## config.mk

```make
export PLATFORM = sky130hd
export DESIGN_NAME = muldiv_sequencer
export DESIGN_NICKNAME = d
export VERILOG_FILES = /design/src/rtl/muldiv_sequencer.sv
export SDC_FILE = /design/constraint.sdc
export NUM_CORES = 1
export LEC_CHECK = 0
export ABC_CLOCK_PERIOD_IN_PS = 7980
export BUFFER_PORTS_ARGS = -buffer_cell sky130_fd_sc_hd__buf_2
export CAP_MARGIN = 20
export CORE_AREA = 2 2 94 163
export DETAILED_ROUTE_END_ITERATION = 12
export DIE_AREA = 0 0 96 165
export GPL_TIMING_DRIVEN = 0
export PLACE_DENSITY_LB_ADDON = 0.05
export REMOVE_ABC_BUFFERS = 1
export SLEW_MARGIN = 20
export SYNTH_ARGS = -nofsm -noshare
export SYNTH_HDL_FRONTEND = slang
export SYNTH_SLANG_ARGS = --single-unit
export TNS_END_PERCENT = 10
```

## constraint.sdc

```tcl
create_clock -name clk -period 7.98 [get_ports clk]
set_input_delay 0.399 -clock clk [delete_from_list [all_inputs] [get_ports clk]]
set_output_delay 0.399 -clock clk [all_outputs]
set_load 0.01 [all_outputs]
```

## src/rtl/muldiv_sequencer.sv

```systemverilog
// Iterative unsigned multiply/divide unit, one shift-add or
// restoring-subtract step per cycle, with a destination tag for writeback.
module muldiv_sequencer #(
    parameter int WIDTH = 16,
    parameter int TAG_W = 3
) (
    input  logic             clk,
    input  logic             rst,
    input  logic             start,
    input  logic [1:0]       op,
    input  logic [WIDTH-1:0] src_a,
    input  logic [WIDTH-1:0] src_b,
    input  logic [TAG_W-1:0] rd_in,
    input  logic             flush,
    output logic             busy,
    output logic             done,
    output logic [WIDTH-1:0] result,
    output logic [TAG_W-1:0] rd_out,
    output logic             div_by_zero
);

    localparam int W2 = 2 * WIDTH;
    localparam int CW = $clog2(WIDTH);
    localparam logic [CW-1:0] LAST = CW'(WIDTH - 1);

    typedef enum logic [1:0] {
        S_IDLE,
        S_RUN,
        S_DONE
    } state_t;

    state_t           state_q, state_d;
    logic [CW-1:0]    count_q, count_d;
    logic [1:0]       op_q, op_d;
    logic [WIDTH-1:0] opnd_q, opnd_d;
    logic [W2-1:0]    acc_q, acc_d;
    logic [TAG_W-1:0] rd_q, rd_d;
    logic [TAG_W-1:0] rd_out_q, rd_out_d;
    logic [WIDTH-1:0] result_q, result_d;
    logic             dbz_q, dbz_d;

    logic             accept;
    logic [WIDTH:0]   mul_sum;
    logic [WIDTH:0]   rem_sh;
    logic [WIDTH:0]   diff;
    logic [W2-1:0]    step;

    // acc holds {hi,lo} for MUL and {remainder,quotient} for DIV,
    // so the final select is the same for both: op[0] picks the upper half.
    always_comb begin
        mul_sum = {1'b0, acc_q[W2-1:WIDTH]}
                + (acc_q[0] ? {1'b0, opnd_q} : '0);
        rem_sh  = acc_q[W2-1:WIDTH-1];
        diff    = rem_sh - {1'b0, opnd_q};
        if (op_q[1]) begin
            if (diff[WIDTH]) begin
                step = {rem_sh[WIDTH-1:0], acc_q[WIDTH-2:0], 1'b0};
            end else begin
                step = {diff[WIDTH-1:0], acc_q[WIDTH-2:0], 1'b1};
            end
        end else begin
            step = {mul_sum, acc_q[WIDTH-1:1]};
        end
    end

    assign accept = start & ~flush & ~rst
                  & (state_q == S_IDLE || state_q == S_DONE);

    // Next-state, iteration and result capture; a new issue overrides
    // the DONE->IDLE return so back-to-back ops lose no cycle.
    always_comb begin
        state_d  = state_q;
        count_d  = count_q;
        op_d     = op_q;
        opnd_d   = opnd_q;
        acc_d    = acc_q;
        rd_d     = rd_q;
        rd_out_d = rd_out_q;
        result_d = result_q;
        dbz_d    = dbz_q;
        unique case (state_q)
            S_RUN: begin
                if (flush) begin
                    state_d = S_IDLE;
                end else begin
                    acc_d   = step;
                    count_d = count_q + CW'(1);
                    if (count_q == LAST) begin
                        state_d  = S_DONE;
                        rd_out_d = rd_q;
                        result_d = op_q[0] ? step[W2-1:WIDTH]
                                           : step[WIDTH-1:0];
                    end
                end
            end
            S_DONE:  state_d = S_IDLE;
            default: state_d = S_IDLE;
        endcase
        if (accept) begin
            state_d = S_RUN;
            count_d = '0;
            op_d    = op;
            rd_d    = rd_in;
            opnd_d  = op[1] ? src_b : src_a;
            acc_d   = {{WIDTH{1'b0}}, (op[1] ? src_a : src_b)};
            dbz_d   = op[1] & (src_b == '0);
        end
    end

    // State and datapath registers with synchronous reset.
    always_ff @(posedge clk) begin
        if (rst) begin
            state_q  <= S_IDLE;
            count_q  <= '0;
            op_q     <= '0;
            opnd_q   <= '0;
            acc_q    <= '0;
            rd_q     <= '0;
            rd_out_q <= '0;
            result_q <= '0;
            dbz_q    <= 1'b0;
        end else begin
            state_q  <= state_d;
            count_q  <= count_d;
            op_q     <= op_d;
            opnd_q   <= opnd_d;
            acc_q    <= acc_d;
            rd_q     <= rd_d;
            rd_out_q <= rd_out_d;
            result_q <= result_d;
            dbz_q    <= dbz_d;
        end
    end

    assign busy        = accept | (state_q == S_RUN);
    assign done        = (state_q == S_DONE);
    assign result      = result_q;
    assign rd_out      = rd_out_q;
    assign div_by_zero = done & dbz_q;

endmodule
```

==> results of run 1 <==
-- through the flow --
step	setup WS (ns)	util	setup TNS [ns]	hold slack, ns
6_report	3.894	0.4455	0	0.2517
5_1_grt	3.679	0.4455	0	0.2694
4_1_cts	3.801	0.4453	0	0.2450
3_5_place_dp	3.833	0.4247	0	0.4464
3_3_place_gp	-4.406	0.4167	-80.38	0.4391
2_1_floorplan	0.8105	-	0	0.4260
-- layout by cell type, fill, tap and decap left out, types with 4 or more instances in the layout --
master / n
sky130_fd_sc_hd__o21ai_0: 42
sky130_fd_sc_hd__xnor2_1: 20
sky130_fd_sc_hd__nor4_1: 8
sky130_fd_sc_hd__dfxtp_1: 77
sky130_fd_sc_hd__nor2b_1: 10
sky130_fd_sc_hd__or3_1: 4
sky130_fd_sc_hd__nor2_1: 73
sky130_fd_sc_hd__xor2_1: 8
sky130_fd_sc_hd__a211oi_1: 38
sky130_fd_sc_hd__clkbuf_16: 9
sky130_fd_sc_hd__a2111oi_0: 6
sky130_fd_sc_hd__o211ai_1: 8
sky130_fd_sc_hd__a211o_1: 4
sky130_fd_sc_hd__a21o_1: 6
sky130_fd_sc_hd__nand2_1: 65
sky130_fd_sc_hd__ha_1: 33
sky130_fd_sc_hd__and2_1: 17
sky130_fd_sc_hd__nand3_1: 8
sky130_fd_sc_hd__o21a_1: 6
sky130_fd_sc_hd__mux2i_1: 53
sky130_fd_sc_hd__inv_1: 27
sky130_fd_sc_hd__nand2b_1: 5
sky130_fd_sc_hd__o31ai_1: 6
sky130_fd_sc_hd__nor2_2: 4
sky130_fd_sc_hd__a31o_2: 4
sky130_fd_sc_hd__a21oi_1: 56
sky130_fd_sc_hd__mux2_2: 11
sky130_fd_sc_hd__buf_2: 66
sky130_fd_sc_hd__nor3_1: 10
sky130_fd_sc_hd__a31oi_1: 4
sky130_fd_sc_hd__clkinvlp_4: 4
-- registers in the layout, indices dropped and copies added (netlist names) --
signal and cells:
acc_q 32, rd_out 3, dbz_q 1, count_q 4, result 16, opnd_q 16, state_q 2, rd_q 3
op_q 2
-- path summary, 6_finish.rpt --
kind	slack, ns	end	cells after the start	startpoint
setup / recovery	3.89	result[2]$_SDFFE_PP0P_	13	acc_q[15]$_SDFFE_PP0P_
hold / removal	0.25	rd_q[1]$_SDFFE_PP0P_	3	rd_in[1]
setup reg to reg	3.89	result[2]$_SDFFE_PP0P_	13	acc_q[15]$_SDFFE_PP0P_
hold reg to reg	0.46	rd_out[1]$_SDFFE_PP0P_	2	rd_q[1]$_SDFFE_PP0P_
-- layer usage --
| metal | global-route usage | vias to the layer above | share of wire |
|---|---|---|---|
| li1 | - | 2621 | - |
| met1 | 0.2856 | 2484 | 0.44 |
| met2 | 0.4044 | 109 | 0.51 |
| met3 | 0.01916 | 17 | 0.030 |
| met4 | 0.07143 | 0 | 0.019 |
| met5 | 0 | - | 0 |
-- cells by family (layout without fill, tap and decap cells) --
| family | Yosys count | in the layout | share of synthesized area |
|---|---|---|---|
| and+or+nand+nor | 217 | 217 | 0.1758 |
| AOI/OAI and AO/OA | 206 | 206 | 0.2406 |
| DFF | 79 | 79 | 0.2785 |
| buffers and inverters | 74 | 115 | 0.05243 |
| muxes | 68 | 68 | 0.1298 |
| adders and majority gates | 35 | 35 | 0.07975 |
| xor gates and xnor gates | 28 | 28 | 0.04318 |
-- worst reg2reg max path, cell delays in order (launching register included) --
cell	delay [ns]
sky130_fd_sc_hd__dfxtp_1	0.35
sky130_fd_sc_hd__inv_1	0.13
sky130_fd_sc_hd__ha_1	0.24
sky130_fd_sc_hd__fa_1	0.41
sky130_fd_sc_hd__nand2b_1	0.20
sky130_fd_sc_hd__a21oi_2	0.30
sky130_fd_sc_hd__o211ai_2	0.17
sky130_fd_sc_hd__and2_4	0.18
sky130_fd_sc_hd__o311ai_4	0.62
sky130_fd_sc_hd__buf_6	0.28
sky130_fd_sc_hd__mux2_2	0.40
sky130_fd_sc_hd__mux4_2	0.49
sky130_fd_sc_hd__nand2_1	0.09
sky130_fd_sc_hd__a21oi_1	0.06
-- cell type report --
type,count,area (um2)
Fill cell,1488,8008
Multi-Input combinational cell,554,3819
Sequential cell,79,1584
Timing Repair Buffer,72,406.6
Clock buffer,10,229.0
Tap cell,180,225.2
Inverter,27,101.3
Clock inverter,6,68.82
-- power groups by stage --
stage	combinational, mW	sequential [mW]	clock [mW]
3_3_place_gp	0.253	0.438	0
5_1_grt	0.289	0.430	0.448
4_1_cts	0.263	0.428	0.434
3_5_place_dp	0.260	0.437	0
6_report	0.261	0.428	0.428
2_1_floorplan	0.180	0.429	0
==> qor.json, run 1 <==
{
  "status": "completed",
  "post-place-cells": 912,
  "drt_pre_antenna_iters": 6,
  "cts-hold-fix-buffers": 0,
  "power.leakage_nw": 2.622,
  "cts_num_sinks": 79,
  "synthesis.instances": 707,
  "synthesis.area_um2": 5679,
  "post_layout_nonfiller_instances": 928,
  "netlist.top_cell.by_area": "sky130_fd_sc_hd__dfxtp_1",
  "max_transition_margin": 0.2697,
  "die-width_um": 96,
  "finalSetupViolCount": 0,
  "crit_path_max_incr_delay_ns": 0.62,
  "grt.overflow.total": 0,
  "final.period_utilization": 0.5121,
  "start_kind": "flop",
  "crit_fanout": 14,
  "postRouteAntennaNets": 0,
  "finalPower_mw": 1.117,
  "synth-seq-area-share": 0.2785,
  "synth_largest_type_area_fraction": 0.2785,
  "number_of_enable_type_register_cells_in_the_synthesized_netlist": 0,
  "dp_hpwl_um": 12700,
  "power.share.sequential": 0.383,
  "area_growth_pct": 13.28,
  "critical_path.cell_chain": "inv_1 > ha_1 > fa_1 > nand2b_1 > a21oi_2 > o211ai_2 > and2_4 > o311ai_4 > buf_6 > mux2_2 > mux4_2 > nand2_1 > a21oi_1",
  "synthTopCellsByArea": "sky130_fd_sc_hd__dfxtp_1 28%, sky130_fd_sc_hd__mux2i_1 9.3%, sky130_fd_sc_hd__ha_1 7.3%, sky130_fd_sc_hd__a211oi_1 5.0%, sky130_fd_sc_hd__nor2_1 5.0%",
  "synth_seq_cells": 79,
  "critical_path_required_ns": 8.16,
  "drv_slew": 0,
  "fp.dieH_um": 165,
  "cts_max_path_buffers": 2,
  "setup_repair_after_global_routing_missed_its_margin": "false",
  "via_per_inst": 5.637,
  "crit_path_top_delay_cell": "sky130_fd_sc_hd__o311ai_4",
  "synth.most_common_cell": "sky130_fd_sc_hd__dfxtp_1",
  "worst_ir_drop_vdd_uv": 110.0,
  "ys_dominant_reg_cell": "sky130_fd_sc_hd__dfxtp_1",
  "timing.critical_path.arrival_ns": 4.27,
  "num-nets-final": 819,
  "hp-class": "in -> reg",
  "synth_commonest_cells": "79 x sky130_fd_sc_hd__dfxtp_1, 76 x sky130_fd_sc_hd__nor2_1, 65 x sky130_fd_sc_hd__nand2_1, 56 x sky130_fd_sc_hd__a21oi_1, 53 x sky130_fd_sc_hd__mux2i_1",
  "combPwrFrac": 0.233,
  "track_usage": 0.2278,
  "core_region_area_um2": 14440,
  "synth_cell_types": 62,
  "io_buffer_count": 62,
  "setup.worst_path.end_class": "flop",
  "first_global_vias": 5223,
  "path_class": "reg -> reg",
  "timing.fmax_ghz": 0.2447,
  "grt_max_degree": 54,
  "final.min_clock_period_ns": 4.086,
  "power.share.clock": 0.383,
  "critical_path.top_delay_family": "compound AO/OA/AOI/OAI gates",
  "post-route-cell-area_um2": 6434,
  "post_cts_resized": 0,
  "antennaDiodeCount": 0,
  "yosysWarnings": 0,
  "clock_insertion_delay_worst_skew_ns": 0.35,
  "power.share.switching": 0.3160,
  "dpl-instance-area_um2": 6133,
  "routed-via-count": 5231,
  "wl_um": 17220,
  "rows": 58,
  "die_ar_um2": 15840,
  "cts.htree.levels": 3,
  "design.portCount": 63,
  "finalClockSkew_ns": 0.01033,
  "gp_congestion": 0.8225,
  "cts_tree": "yes",
  "clkTransAtPathRegs_ns": 0.07,
  "antenna_violations_before_repair": 0,
  "pin_slew_with_the_least_headroom_to_its_limit_ns": 1.095,
  "worst_path_buffer_plus_inverter_count": 2,
  "power.switching_mw": 0.3529,
  "start_util": 0.3933,
  "buffer_type_at_the_clock_tree_root": "sky130_fd_sc_hd__clkbuf_16",
  "drt-wirelength-per-cell_um": 18.56,
  "drive_gt1_frac": 0.1698,
  "grt_pass1_wl_um": 27570,
  "drc_errors": 0,
  "finalHoldViolations": 0,
  "powerDensity_nw_per_um2": 173.6,
  "maxCapViolCount": 0,
  "cts.repair_timing.setup_buffer_count": 0,
  "starting_drt_drc_count": 328,
  "cell_internal_pwr_mw": 0.7639,
  "synth_area_per_cell_um2": 8.033,
  "number_of_clock_buffers_inserted_by_tritoncts": 9,
  "synth-async-reset-ratio": 0
}
No activity file was read; power rests on OpenSTA's default activity.
==> run 2, diff against run 1 <==
--- a/config.mk
+++ b/config.mk
@@ -5,12 +5,13 @@
 export SDC_FILE = /design/constraint.sdc
 export NUM_CORES = 1
 export LEC_CHECK = 0
-export ABC_CLOCK_PERIOD_IN_PS = 7980
+export ABC_AREA = 1
+export ABC_CLOCK_PERIOD_IN_PS = 3550
 export BUFFER_PORTS_ARGS = -buffer_cell sky130_fd_sc_hd__buf_2
 export CAP_MARGIN = 20
-export CORE_AREA = 2 2 94 163
+export CORE_AREA = 2 2 97 169
 export DETAILED_ROUTE_END_ITERATION = 12
-export DIE_AREA = 0 0 96 165
+export DIE_AREA = 0 0 99 171
 export GPL_TIMING_DRIVEN = 0
 export PLACE_DENSITY_LB_ADDON = 0.05
 export REMOVE_ABC_BUFFERS = 1
==> constraint.sdc (replaced) <==
create_clock -name clk -period 3.55 [get_ports clk]
set_input_delay 0.1775 -clock clk [delete_from_list [all_inputs] [get_ports clk]]
set_output_delay 0.1775 -clock clk [all_outputs]
set_load 0.01 [all_outputs]
==> qor.json, run 2 <==
{
  "postRouteAntennaNets": {"value": 0, "change": "unchanged"},
  "post_layout_nonfiller_instances": {"value": 1229, "change": "+32%"},
  "rows": {"value": 61, "change": "+5.2%"},
  "power.leakage": {"value": 3.437, "unit": "nW", "change": "+31%"},
  "number_of_enable_type_register_cells_in_the_synthesized_netlist": {"value": 0, "change": "unchanged"},
  "cts.htree.levels": {"value": 3, "change": "unchanged"},
  "final.min_clock_period_ns": 3.344,
  "worst_hold_path.num_cells": {"value": 3, "change": "unchanged"},
  "timing.hold.ws": {"value": 0.04236, "unit": "ns", "change": "-0.2093 ns"},
  "critical_path_required": {"value": 3.77, "unit": "ns", "change": "-4.39 ns"},
  "registers.top_by_ff_count": "acc_q",
  "crit_path_top_delay_cell": "sky130_fd_sc_hd__nand4_1",
  "synth_commonest_cells": "279 x sky130_fd_sc_hd__nand2_1, 153 x sky130_fd_sc_hd__inv_1, 103 x sky130_fd_sc_hd__o21ai_0, 79 x sky130_fd_sc_hd__dfxtp_1, 72 x sky130_fd_sc_hd__a21oi_1",
  "synth_area_per_cell": {"value": 6.098, "unit": "um2", "change": "-24%"},
  "finish.utilization": {"value": 0.4426, "change": "-0.002880"},
  "rr_worst_depth": {"value": 10, "change": "-3"},
  "gp_congestion": {"value": 0.9192, "change": "+12%"},
  "path_class": "in -> reg",
  "final.period_utilization": 0.9420,
  "die-width": {"value": 99, "unit": "um", "change": "+3.1%"},
  "io_buffer_count": {"value": 62, "change": "unchanged"},
  "setup_repair_after_global_routing_missed_its_margin": "true",
  "critical_path.top_delay_family": "buffers and inverters",
  "track_usage": {"value": 0.2426, "change": "+0.01487"},
  "max_transition_margin": {"value": 0.3684, "change": "+0.09873"},
  "finalPower": {"value": 2.807, "unit": "mW", "change": "+150%"},
  "layout_commonest_cell": "sky130_fd_sc_hd__nand2_1",
  "synth_largest_type_area_fraction": {"value": 0.2583, "change": "-0.02015"},
  "synthTopCellsByArea": "sky130_fd_sc_hd__dfxtp_1 26%, sky130_fd_sc_hd__nand2_1 17%, sky130_fd_sc_hd__inv_1 9.4%, sky130_fd_sc_hd__o21ai_0 8.4%, sky130_fd_sc_hd__ha_1 6.7%",
  "cts-hold-fix-buffers": {"value": 0, "change": "unchanged"},
  "die_ar": {"value": 16930, "unit": "um2", "change": "+6.9%"},
  "clkTransAtPathRegs": {"value": 0.06, "unit": "ns", "change": "about the same"},
  "finalClockSkew": {"value": 0.008431, "unit": "ns", "change": "-0.001900 ns"},
  "wl": {"value": 20440, "unit": "um", "change": "+19%"},
  "maxCapViolCount": {"value": 0, "change": "unchanged"},
  "drt_pre_antenna_iters": {"value": 5, "change": "-1"},
  "synth_cell_types": {"value": 41, "change": "-34%"},
  "synthesis.area": {"value": 6122, "unit": "um2", "change": "+7.8%"},
  "grt_pass1_wl": {"value": 32130, "unit": "um", "change": "+17%"},
  "grt.overflow.total": {"value": 0, "change": "unchanged"},
  "area_growth_pct": 13.12,
  "design.portCount": {"value": 63, "change": "unchanged"},
  "largest_register_ffs": {"value": 32, "change": "unchanged"},
  "drc_errors": {"value": 0, "change": "unchanged"},
  "timing.critical_path.arrival": {"value": 3.57, "unit": "ns", "change": "-0.70 ns"},
  "cp.depth": {"value": 10, "change": "-3"},
  "cts_max_path_buffers": {"value": 2, "change": "unchanged"},
  "final.setup.worst_slack": {"value": 0.2059, "unit": "ns", "change": "-3.688 ns"},
  "worst_ir_drop_vdd": {"value": 244.8, "unit": "uV", "change": "+120%"},
  "drt-wirelength-per-cell": {"value": 16.63, "unit": "um", "change": "-10%"},
  "setup.worst_path.end_class": "flop",
  "dp_hpwl": {"value": 15720, "unit": "um", "change": "+24%"},
  "worst_setup_timing_slack_at_the_placement_stage": {"value": -0.4097, "unit": "ns", "change": "-4.243 ns"},
  "most-common-layout-cells": "279 x sky130_fd_sc_hd__nand2_1, 152 x sky130_fd_sc_hd__inv_1, 103 x sky130_fd_sc_hd__o21ai_0, 77 x sky130_fd_sc_hd__dfxtp_1, 72 x sky130_fd_sc_hd__a21oi_1",
  "post-place-cells": {"value": 1213, "change": "+33%"},
  "clock_insertion_delay_worst_skew": {"value": 0.34, "unit": "ns", "change": "about the same"},
  "start_util": {"value": 0.3913, "change": "-0.001976"},
  "antenna_violations_before_repair": {"value": 0, "change": "unchanged"},
  "buffer_type_at_the_clock_tree_root": "sky130_fd_sc_hd__clkbuf_16",
  "drv_slew": {"value": 0, "change": "unchanged"},
  "timing.fmax_ghz": 0.2990,
  "yosysWarnings": {"value": 0, "change": "unchanged"},
  "finalHoldViolations": {"value": 0, "change": "unchanged"},
  "number_of_clock_buffers_inserted_by_tritoncts": {"value": 9, "change": "unchanged"},
  "crit_fanout": {"value": 29, "change": "+15"},
  "fp.dieH": {"value": 171, "unit": "um", "change": "+3.6%"},
  "first_global_vias": {"value": 6228, "change": "+19%"},
  "pin_slew_with_the_least_headroom_to_its_limit": {"value": 0.9463, "unit": "ns", "change": "-0.1491 ns"},
  "synth_seq_cells": {"value": 79, "change": "unchanged"},
  "critical_path.cell_chain": "buf_2 > inv_1 > nand4_1 > buf_6 > buf_6 > inv_2 > nor2_2 > inv_1 > o21ai_0 > a21oi_1",
  "routed-via-count": {"value": 6380, "change": "+22%"},
  "synth-async-reset-ratio": {"value": 0, "change": "unchanged"},
  "cts_tree": "yes",
  "start_kind": "primary input",
  "antennaDiodeCount": {"value": 0, "change": "unchanged"},
  "cts_num_sinks": {"value": 79, "change": "unchanged"},
  "crit_path_max_incr_delay": {"value": 0.58, "unit": "ns", "change": "-0.04 ns"},
  "finalSetupViolCount": {"value": 0, "change": "unchanged"},
  "starting_drt_drc_count": {"value": 246, "change": "-25%"},
  "netlist.top_cell.by_area": "sky130_fd_sc_hd__dfxtp_1",
  "num-nets-final": {"value": 1113, "change": "+36%"},
  "drive_gt1_frac": {"value": 0.1077, "change": "-0.06209"},
  "hp-class": "in -> reg",
  "via_per_inst": {"value": 5.191, "change": "-7.9%"},
  "core_region_area": {"value": 15650, "unit": "um2", "change": "+8.3%"},
  "powerDensity": {"value": 405.4, "unit": "nW/um2", "change": "+130%"},
  "status": "completed",
  "synth.most_common_cell": "sky130_fd_sc_hd__nand2_1",
  "ys_dominant_reg_cell": "sky130_fd_sc_hd__dfxtp_1",
  "grt_max_degree": {"value": 35, "change": "-35%"},
  "worst_path_buffer_plus_inverter_count": {"value": 6, "change": "+4"},
  "synth-seq-area-share": {"value": 0.2583, "change": "-0.02015"},
  "synthesis.instances": {"value": 1004, "change": "+42%"}
}
[run 2: cell count changes after synthesis, sizes merged, moves of 13 or more]
cell / change
xnor2: -16
and2: -16
o21ai: +59
a211oi: -39
mux2i: -53
nand3b: +13
inv: +127
nand3: +73
a21oi: +14
nand2: +221
[run 2: repair_timing]
| action | in CTS | in global routing |
|---|---|---|
| gates resized for setup | 1 | 1 |
| pin swaps | 0 | 1 |
| gates cloned | 0 | 2 |
| buffers inserted | 0 | 0 |
| endpoints found under the setup margin | 9 | 32 |
[run 2: layout make-up]
class,count,area (um2)
flip-flops and latches,79,1584
fillers,1748,8721
clock buffers,10,229.0
multi-input cells,726,3789
inverters,154,581.8
repair inverters,1,5.005
well taps,189,236.5
clock inverters,4,120.1
repair buffers,66,380.4
[run 2: cell families (layout without fill, tap and decap cells)]
family	Yosys count	in the layout	synth area share
AND/OR/NAND/NOR	469	470	0.3366
AO/OA/AOI/OAI	212	212	0.1915
buffers and inverters	200	235	0.1267
flip-flops	79	79	0.2583
adder cells (fa/ha/maj)	35	35	0.07398
XOR/XNOR	9	9	0.01287
[run 2: per-layer routing]
layer  GRT usage  vias up  part of all wire
li1            -     3321                 -
met1      0.2777     2889              0.41
met2      0.4615      132              0.54
met3     0.02328       38             0.026
met4     0.08279        0             0.027
met5           0        -                 0
[run 2: tightest hold or removal path: cells and delay by family]
| kind | cells | cell delay (ns) |
|---|---|---|
| simple gates | 1 | 0.04 |
| buf+inv | 1 | 0.07 |
| compound gates | 1 | 0.05 |
[run 2: metrics by stage]
step / setup TNS (ns) / area [um2]
2_1_floorplan: 0 / 5924
3_3_place_gp: -121.03 / 6471
3_5_place_dp: -5.557 / 6559
4_1_cts: 0 / 6910
5_1_grt: -0.7184 / 6925
6_report: 0 / 6925
[run 2: path summary, 6_finish.rpt]
check                                             start                endpoint  slack, ns
worst min-delay path                           rd_in[0]    rd_q[0]$_SDFFE_PP0P_       0.04
worst max-delay path                                rst  acc_q[14]$_SDFFE_PP0P_       0.21
worst min register to register     rd_q[0]$_SDFFE_PP0P_  rd_out[0]$_SDFFE_PP0P_       0.46
worst max register to register  state_q[0]$_SDFFE_PP0P_  rd_out[1]$_SDFFE_PP0P_       0.23
[run 2: power by group]
part | internal [mW] | switching, mW
sequential | 0.922 | 0.0416
combinational | 0.238 | 0.477
clock | 0.752 | 0.378
==> run 3, diff against run 2 <==
--- a/config.mk
+++ b/config.mk
@@ -9,9 +9,11 @@
 export ABC_CLOCK_PERIOD_IN_PS = 3550
 export BUFFER_PORTS_ARGS = -buffer_cell sky130_fd_sc_hd__buf_2
 export CAP_MARGIN = 20
-export CORE_AREA = 2 2 97 169
+export CELL_PAD_IN_SITES_DETAIL_PLACEMENT = 0
+export CELL_PAD_IN_SITES_GLOBAL_PLACEMENT = 1
+export CORE_AREA = 2 2 99 173
 export DETAILED_ROUTE_END_ITERATION = 12
-export DIE_AREA = 0 0 99 171
+export DIE_AREA = 0 0 101 175
 export GPL_TIMING_DRIVEN = 0
 export PLACE_DENSITY_LB_ADDON = 0.05
 export REMOVE_ABC_BUFFERS = 1
==> qor.json, run 3 (synthesized netlist as in run 2, its figures left out) <==
{
  "gp_congestion": {"value": 0.9094, "change": "-1.1%"},
  "pin_slew_with_the_least_headroom_to_its_limit": {"value": 0.9106, "unit": "ns", "change": "-0.03572 ns"},
  "timing.fmax": {"value": 0.3068, "unit": "GHz", "change": "+2.6%"},
  "path_class": "in -> reg",
  "largest_register_ffs": {"value": 32, "change": "unchanged"},
  "drv_slew": {"value": 0, "change": "unchanged"},
  "worst_ir_drop_vdd": {"value": 242.5, "unit": "uV", "change": "-0.96%"},
  "setup.worst_path.end_class": "flop",
  "power.share.clock": {"value": 0.345, "change": "-0.057"},
  "rows": {"value": 62, "change": "+1.6%"},
  "dp_hpwl": {"value": 16010, "unit": "um", "change": "+1.8%"},
  "crit_path_max_incr_delay": {"value": 0.53, "unit": "ns", "change": "-0.05 ns"},
  "combPwrFrac": {"value": 0.281, "change": "+0.026"},
  "via_per_inst": {"value": 5.097, "change": "-1.8%"},
  "maxCapViolCount": {"value": 0, "change": "unchanged"},
  "cts-hold-fix-buffers": {"value": 0, "change": "unchanged"},
  "cts_max_path_buffers": {"value": 2, "change": "unchanged"},
  "design.portCount": {"value": 63, "change": "unchanged"},
  "powerDensity": {"value": 373.7, "unit": "nW/um2", "change": "-7.8%"},
  "critical_path_required": {"value": 3.79, "unit": "ns", "change": "+0.02 ns"},
  "power.leakage": {"value": 3.413, "unit": "nW", "change": "-0.70%"},
  "final.period_utilization": {"value": 0.9182, "change": "-0.02381"},
  "max_transition_margin": {"value": 0.3923, "change": "+0.02384"},
  "cts.htree.levels": {"value": 3, "change": "unchanged"},
  "final.setup.tns": {"value": 0, "unit": "ns", "change": "unchanged"},
  "setup_repair_after_global_routing_missed_its_margin": "false",
  "drt_pre_antenna_iters": {"value": 5, "change": "unchanged"},
  "timing.hold.worst.start": "rd_in[0]",
  "power.share.sequential": {"value": 0.374, "change": "+0.031"},
  "final.setup.worst_slack": {"value": 0.2905, "unit": "ns", "change": "+0.08451 ns"},
  "timing.critical_path.arrival": {"value": 3.50, "unit": "ns", "change": "-0.07 ns"},
  "most-common-layout-cells": "279 x sky130_fd_sc_hd__nand2_1, 152 x sky130_fd_sc_hd__inv_1, 103 x sky130_fd_sc_hd__o21ai_0, 77 x sky130_fd_sc_hd__dfxtp_1, 72 x sky130_fd_sc_hd__a21oi_1",
  "postRouteAntennaNets": {"value": 0, "change": "unchanged"},
  "finalPower": {"value": 2.568, "unit": "mW", "change": "-8.5%"},
  "registers.top_by_ff_count": "acc_q",
  "layout_commonest_cell": "sky130_fd_sc_hd__nand2_1",
  "critical_path.cell_chain": "buf_2 > clkinvlp_4 > nand4_1 > buf_6 > buf_6 > inv_2 > nor2_2 > inv_1 > o2111ai_1 > inv_1",
  "crit_path_top_delay_cell": "sky130_fd_sc_hd__buf_2",
  "num-nets-final": {"value": 1114, "change": "+0.090%"},
  "buffer_type_at_the_clock_tree_root": "sky130_fd_sc_hd__clkbuf_16",
  "core_region_area": {"value": 16290, "unit": "um2", "change": "+4.1%"},
  "clkTransAtPathRegs": {"value": 0.06, "unit": "ns", "change": "about the same"},
  "timing.rr.start": "state_q[0]$_SDFFE_PP0P_",
  "power.switching": {"value": 0.9011, "unit": "mW", "change": "+0.53%"},
  "dpl-instance-area": {"value": 6578, "unit": "um2", "change": "+0.29%"},
  "wl": {"value": 20740, "unit": "um", "change": "+1.5%"},
  "finalClockSkew": {"value": 0.007145, "unit": "ns", "change": "-0.001285 ns"},
  "cts_tree": "yes",
  "clock_insertion_delay_worst_skew": {"value": 0.35, "unit": "ns", "change": "about the same"},
  "die-width": {"value": 101, "unit": "um", "change": "+2.0%"},
  "post-route-cell-area": {"value": 6872, "unit": "um2", "change": "-0.78%"},
  "critical_path.startpoint": "rst",
  "crit_fanout": {"value": 28, "change": "-3.4%"},
  "area_growth_pct": 12.24,
  "fp.dieH": {"value": 175, "unit": "um", "change": "+2.3%"},
  "start_kind": "primary input",
  "grt_pass1_wl": {"value": 32720, "unit": "um", "change": "+1.8%"},
  "worst_setup_timing_slack_at_the_placement_stage": {"value": -0.4484, "unit": "ns", "change": "-0.03862 ns"},
  "antennaDiodeCount": {"value": 0, "change": "unchanged"},
  "antenna_violations_before_repair": {"value": 0, "change": "unchanged"},
  "finalHoldViolations": {"value": 0, "change": "unchanged"},
  "first_global_vias": {"value": 6328, "change": "+1.6%"},
  "die_ar": {"value": 17680, "unit": "um2", "change": "+4.4%"},
  "grt.overflow.total": {"value": 0, "change": "unchanged"},
  "cell_internal_pwr": {"value": 1.667, "unit": "mW", "change": "-13%"},
  "starting_drt_drc_count": {"value": 212, "change": "-14%"},
  "cts_num_sinks": {"value": 79, "change": "unchanged"},
  "grt_max_degree": {"value": 35, "change": "unchanged"},
  "drc_errors": {"value": 0, "change": "unchanged"},
  "track_usage": {"value": 0.2408, "change": "-0.001887"},
  "cts.repair_timing.setup_buffer_count": {"value": 0, "change": "unchanged"},
  "drt-wirelength-per-cell": {"value": 16.79, "unit": "um", "change": "+0.97%"},
  "status": "completed",
  "routed-via-count": {"value": 6295, "change": "-1.3%"},
  "power.share.switching": {"value": 0.3509, "change": "+0.03162"},
  "finalSetupViolCount": {"value": 0, "change": "unchanged"},
  "final.min_clock_period": {"value": 3.260, "unit": "ns", "change": "-0.08451 ns"},
  "io_buffer_count": {"value": 62, "change": "unchanged"},
  "number_of_clock_buffers_inserted_by_tritoncts": {"value": 9, "change": "unchanged"},
  "drive_gt1_frac": {"value": 0.1103, "change": "+0.002567"},
  "hp-class": "in -> reg",
  "start_util": {"value": 0.3758, "change": "-0.01548"}
}
-- run 3: cell count changes in the layout (fill, tap and decap cells not counted) --
cell / before / now
sky130_fd_sc_hd__buf_8: 0 / 1
sky130_fd_sc_hd__bufinv_16: 4 / 0
sky130_fd_sc_hd__clkbuf_8: 0 / 2
sky130_fd_sc_hd__clkinv_2: 0 / 4
-- run 3: timing repair --
action,in CTS,in global routing
resized for setup,1,1
gates cloned,0,2
endpoints found under the setup margin,10,17
pin swaps,0,2
-- run 3: per-layer routing --
layer,vias to the layer above,global-route usage,wire [um]
met2,109,0.4481,11010
met1,2837,0.2723,8580
met4,0,0.1002,680
met3,34,0.02360,466
li1,3315,-,-
met5,-,0,0
-- run 3: final timing paths --
path	endpoint	slack, ns	depth (start not counted)
worst max register to register	result[15]$_SDFFE_PP0P_	0.38	12
worst min register to register	rd_out[0]$_SDFFE_PP0P_	0.46	2
worst min-delay path	rd_q[0]$_SDFFE_PP0P_	0.03	3
worst max-delay path	acc_q[0]$_SDFFE_PP0P_	0.29	10
-- run 3: cell type report --
class	count	area, um2
clock buffer	12	256.5
clock inverter	4	20.02
fill	1851	9419
inverter	154	581.8
multi-input combinational	726	3789
sequential	79	1584
tap	192	240.2
timing repair buffer	67	395.4
timing repair inverter	1	5.005
-- run 3: worst max-delay path: cells and delay by family --
family                 cells  cell delay, ns
AND/OR/NAND/NOR            2            0.92
AO/OA/AOI/OAI              1            0.25
buffers and inverters      7            2.07
-- run 3: per-stage QoR --
stage	hold WS, ns	std cells	util
floorplan	0.2466	958	-
global placement	0.3790	1212	0.3975
detailed placement	0.3828	1217	0.4038
CTS	0.02184	1233	0.4209
global route	0.05748	1235	0.4218
finish	0.02712	1235	0.4218
-- run 3: power by group through the flow --
stage          Clock (mW)  Combinational (mW)  Sequential (mW)
2_1_floorplan           0               0.503            0.969
3_3_place_gp            0               0.708            0.987
3_5_place_dp            0               0.719            0.981
4_1_cts             0.908               0.725            0.961
5_1_grt             0.944               0.819            0.967
6_report            0.885               0.721            0.961
